<file path="config.mk">
export PLATFORM = sky130hd
export DESIGN_NAME = round_scoreboard
export DESIGN_NICKNAME = d
export VERILOG_FILES = /design/src/rtl/round_scoreboard.sv
export SDC_FILE = /design/constraint.sdc
export NUM_CORES = 1
export LEC_CHECK = 0
export CAP_MARGIN = 20
export CORE_UTILIZATION = 40
export CTS_CLUSTER_DIAMETER = 80
export CTS_CLUSTER_SIZE = 10
export DETAILED_ROUTE_END_ITERATION = 16
export PLACE_DENSITY_LB_ADDON = 0.15
export SYNTH_ARGS = -nofsm -noshare
export SYNTH_HDL_FRONTEND = slang
export SYNTH_SLANG_ARGS = --single-unit
</file>
<file path="constraint.sdc">
create_clock -name clock_div_1Hz -period 1.78 [get_ports clock_div_1Hz]
set_clock_uncertainty 0.15 [all_clocks]
set_input_delay 0.267 -clock clock_div_1Hz [delete_from_list [all_inputs] [get_ports clock_div_1Hz]]
set_output_delay 0.267 -clock clock_div_1Hz [all_outputs]
set_load 0.005 [all_outputs]
</file>
<file path="src/rtl/round_scoreboard.sv">
`default_nettype none
// ============================================================================
// Module   : round_scoreboard
// Brief    : Game sequencer fed by the 1 Hz round counter. Runs NUM_ROUNDS
//            rounds, accumulates a saturating score from hit pulses, reports
//            the remaining round time and flags the end of the game.
//            Optional feature macro: HISCORE_EN (adds the hi_score output,
//            which holds the best final score across games).
// Revision : 1.0 - initial release
// ============================================================================
module round_scoreboard #(
    parameter int ROUND_LEN  = 12,
    parameter int NUM_ROUNDS = 5,
    parameter int SCORE_W    = 8,
    parameter int HIT_PTS    = 1
) (
    input  logic               clock_div_1Hz,
    input  logic               total_reset,
    input  logic               start,
    input  logic               hit,
    input  logic [6:0]         current_time,
    input  logic               round_reset,
    output logic [1:0]         state,
    output logic [3:0]         round_num,
    output logic [SCORE_W-1:0] score,
    output logic [6:0]         time_left,
    output logic               round_done,
    output logic               game_over
`ifdef HISCORE_EN
    ,
    output logic [SCORE_W-1:0] hi_score
`endif
);

    typedef enum logic [1:0] {
        ST_IDLE = 2'b00,
        ST_PLAY = 2'b01,
        ST_OVER = 2'b10
    } state_t;

    localparam logic [6:0]         c_round_len  = 7'(ROUND_LEN);
    localparam logic [3:0]         c_last_round = 4'(NUM_ROUNDS - 1);
    localparam logic [SCORE_W-1:0] c_score_max  = '1;
    localparam logic [SCORE_W:0]   c_hit_pts    = (SCORE_W + 1)'(HIT_PTS);

    state_t             r_state;
    logic [3:0]         r_round_num;
    logic [SCORE_W-1:0] r_score;
    logic               r_round_done;
    logic               r_game_over;
`ifdef HISCORE_EN
    logic [SCORE_W-1:0] r_hi_score;
`endif

    logic [SCORE_W:0]   w_score_sum;
    logic [SCORE_W-1:0] w_score_inc;

    // Saturating score increment: one extra bit catches the overflow.
    always_comb begin
        w_score_sum = {1'b0, r_score} + c_hit_pts;
        w_score_inc = (w_score_sum > {1'b0, c_score_max}) ? c_score_max
                                                          : w_score_sum[SCORE_W-1:0];
    end

    // Remaining time clamps at zero if the counter ever overshoots the round length.
    always_comb begin
        time_left = (current_time > c_round_len) ? 7'd0 : (c_round_len - current_time);
    end

    // Game sequencer: all state-like outputs are registered here.
    always_ff @(posedge clock_div_1Hz) begin
        if (!total_reset) begin
            r_state      <= ST_IDLE;
            r_round_num  <= 4'd0;
            r_score      <= '0;
            r_round_done <= 1'b0;
            r_game_over  <= 1'b0;
`ifdef HISCORE_EN
            r_hi_score   <= '0;
`endif
        end else begin
            // round_done is a single-cycle pulse; only a PLAY boundary raises it.
            r_round_done <= 1'b0;
            case (r_state)
                ST_IDLE: begin
                    // round_reset low right after counter reset must not start a game.
                    if (start && round_reset) begin
                        r_state     <= ST_PLAY;
                        r_score     <= '0;
                        r_round_num <= 4'd0;
                    end
                end
                ST_PLAY: begin
                    if (!round_reset) begin
                        // Boundary: a hit in the same cycle is deliberately dropped.
                        r_round_done <= 1'b1;
                        if (r_round_num < c_last_round) begin
                            r_round_num <= r_round_num + 4'd1;
                        end else begin
                            r_state     <= ST_OVER;
                            r_game_over <= 1'b1;
`ifdef HISCORE_EN
                            if (r_score > r_hi_score) begin
                                r_hi_score <= r_score;
                            end
`endif
                        end
                    end else if (hit) begin
                        r_score <= w_score_inc;
                    end
                end
                ST_OVER: begin
                    // Player must release start before a new game can begin.
                    if (!start) begin
                        r_state     <= ST_IDLE;
                        r_game_over <= 1'b0;
                    end
                end
                default: begin
                    r_state     <= ST_IDLE;
                    r_game_over <= 1'b0;
                end
            endcase
        end
    end

    assign state      = r_state;
    assign round_num  = r_round_num;
    assign score      = r_score;
    assign round_done = r_round_done;
    assign game_over  = r_game_over;
`ifdef HISCORE_EN
    assign hi_score   = r_hi_score;
`endif

endmodule
`default_nettype wire
</file>
==> results.toml <==
[global_routing]
grt_pass1_wl_um = 4220
antenna_found_initial = 0
grt_max_degree = 18
use_met1_pct = 23.3
grt_pass1_vias = 1052
use_met2_pct = 39.2
busiest_layer = "met2"
use_met3_pct = 3.51
track_usage_pct = 21.0
grt_overflow = 0

[worst_setup_path]
cpPeakStageDelay_ns = 0.34
criticalPathCategory = "reg -> reg"
path_cells = "inv_2, ha_4, and4bb_1, nand4_1, o41ai_2, nor2_1, o22ai_1"
path_delay_family = "compound AO/OA/AOI/OAI gates"
crit_fanout = 2
start_kind = "register"
cp.arrival_ns = 1.84
crit_path_top_delay_cell = "dfxtp_2"
end_kind = "register"
worst_ep_required_time_ns = 1.85
cp_num_buf_inv = 1

[cts]
ctsLongestPathBuffers = 2
cts_buffers = 3
clock_sinks = 16
clk_latency_ns = 0.29
clkSlewWorstSetupHoldPaths_ns = 0.10
cts.root.buffer_cell = "clkbuf_4"
htree_levels = 1
cts_tree = "yes"

[floorplan]
dieHeight_um = 51.6
rows = 17
core_mm2 = 0.00225
chipWidth_um = 51.6
ios = 35
die_area_mm2 = 0.00266
start_util_pct = 43.6

[drt]
routed_via_density = 5.36
drc = 0
routedWlPerCell_um = 13.0
wirelength_um = 2670
drt_iter0_drc = 33
dr.pass1.iters = 4
drtAntennaViolNets = 0
detailroute.via_count = 1098

[sta]
slew_headroom_pct = 66.0
tightestPinTransition_ns = 0.509
tns_ns = 0
slew_viol_final = 0
hold_viol_final = 0
period_share_pct = 99.1
setup_viol = 0
setup_slack_ns = 0.0164
rsz0062_at_grt = "yes"
period_needed_ns = 1.76
fmax_ghz = 0.567

[synthesis]
avgSynthCellArea_um2 = 7.74
synth_cells = 127
synth.ff_latch_count = 16
synth_cell_types = 38
ys_seq_area_share_pct = 32.6
syn_area_um2 = 983
syn-num-nets = 143
ys_warn_count = 0

[final_layout]
register_area_um2 = 325
multi_input_area_um2 = 659
drive_gt1_share_pct = 24.9
n_antenna_cell = 0
final_cell_mix = "clkdlybuf4s50_1 (20), buf_4 (19), nor2_1 (14), dfxtp_1 (12), a21oi_1 (11)"
nets = 195
area_growth_pct = 55.9
mostFrequentLayoutCell = "clkdlybuf4s50_1"
nFillCells = 199
fin_area_mm2 = 0.00153

[placed_design]
dpl-instance-area_mm2 = 0.00142
place.gp.congestion = 0.841
io_buffers = 33
dp_hpwl_um = 1890
pre_cts_slack_ns = -0.468

[power_and_ir_drop]
finalPower_uw = 687
clkPwrFrac_pct = 28.2
power_leakage_uw = 0.000634
pwr-share-comb_pct = 18.5
ir_drop_mv = 0.395
p_int_uw = 513
seq_power_share_pct = 53.3
powerDensity_mw_per_mm2 = 448
power.switching_uw = 174
swShare_pct = 25.3

[worst_hold_path]
hp-class = "reg -> reg"

[run]
cap_violations = 0

[status]
status = "finished clean"
## synthesized netlist by cell type
cell,count,area share (%)
and3_1,2,1.3
nand2_1,11,4.2
nor2_1,14,5.3
a21oi_1,11,5.6
clkbuf_1,2,0.76
o21ai_1,1,0.51
o41ai_2,1,1.7
a21oi_2,1,0.89
and4_2,1,1.0
a31oi_1,1,0.64
mux2i_1,3,3.1
or3b_1,1,0.89
or2_2,1,0.64
nor3b_1,2,1.5
buf_4,2,1.5
nand4_1,3,1.9
nand3_1,4,2.0
nor2b_1,6,3.8
dfxtp_1,16,33
inv_1,5,1.9
nor3_1,3,1.5
nand3b_1,1,0.76
and3b_1,1,0.89
o211a_1,1,1.0
conb_1,1,0.38
o21ai_0,10,5.1
a21boi_0,3,2.3
o31ai_1,1,0.76
nor2b_2,2,1.8
xnor2_1,2,1.8
o211ai_1,1,0.76
nand2b_1,1,0.64
and2_1,4,2.5
and4bb_1,1,1.3
clkbuf_2,1,0.51
buf_2,1,0.51
o22ai_1,1,0.64
ha_1,4,5.1
## kinds of logic (layout without fill, tap and decap cells)
family                   count (synthesis)  after routing  share of synthesized area (%)
adder cells (fa/ha/maj)                  4              4                           5.09
AO/OA/AOI/OAI                           32             32                           19.8
multiplexers                             3              3                           3.05
AND/OR/NAND/NOR                         58             58                           32.1
flip-flops                              16             16                           32.6
XOR/XNOR                                 2              2                           1.78
other                                    1              1                          0.381
buffers and inverters                   11             61                           5.22
## registers in the layout (all words and copies together), names as in the netlist
signal	cells
score	8
round_num	4
state	2
game_over	1
round_done	1
## worst paths after layout
kind / from / to / slack (ns) / cells after the start
min reg2reg: round_num[3]$_SDFFE_PN0P_ / round_num[3]$_SDFFE_PN0P_ / 0.32 / 1
min: round_num[3]$_SDFFE_PN0P_ / round_num[3]$_SDFFE_PN0P_ / 0.32 / 1
max: score[0]$_SDFFE_PN0P_ / score[3]$_SDFFE_PN0P_ / 0.02 / 7
max reg2reg: score[0]$_SDFFE_PN0P_ / score[3]$_SDFFE_PN0P_ / 0.02 / 7
## metal layers
| metal | wire length (um) | vias to the layer above |
|---|---|---|
| li1 | - | 545 |
| met1 | 1110 | 508 |
| met2 | 1410 | 43 |
| met3 | 143 | 2 |
| met4 | 16 | 0 |
| met5 | 0 | - |
## final cells by class
type / count / share of cell area (%)
multi-input combinational: 100 / 43.0
tap: 28 / 2.29
sequential: 16 / 21.2
timing repair buffer: 53 / 30.8
clock buffer: 3 / 1.47
inverter: 5 / 1.22
## stage by stage
| stage | cells | util (%) | hold slack (ns) |
|---|---|---|---|
| 6_report | 205 | 68.0 | 0.321 |
| 3_5_place_dp | 196 | 63.1 | 0.309 |
| 4_1_cts | 204 | 66.5 | 0.324 |
| 3_3_place_gp | 196 | 63.1 | 0.304 |
| 2_1_floorplan | 127 | - | 0.247 |
| 5_1_grt | 205 | 68.0 | 0.339 |
## power groups by stage
stage          clock network, uW  logic [uW]  registers [uW]
6_report                     194         127             366
2_1_floorplan                  0        49.2             375
5_1_grt                      216         139             367
4_1_cts                      198         122             366
3_3_place_gp                   0         115             374
3_5_place_dp                   0         118             374
## timing repair
action / 4_1_cts / 5_1_grt
hold buffers: 0 / 0
hold endpoints to repair: 0 / 0
setup endpoints to repair: 9 / 13
setup buffers: 5 / 1
cloned: 0 / 0
pin swaps: 4 / 6
resized for setup: 26 / 11
## worst register-to-register path, cell delays in order (launching register included)
cell	delay [ns]
dfxtp_2	0.34
inv_2	0.05
ha_4	0.23
and4bb_1	0.24
nand4_1	0.13
o41ai_2	0.33
nor2_1	0.08
o22ai_1	0.16
Note: power is estimated with default switching activity, not from simulation.
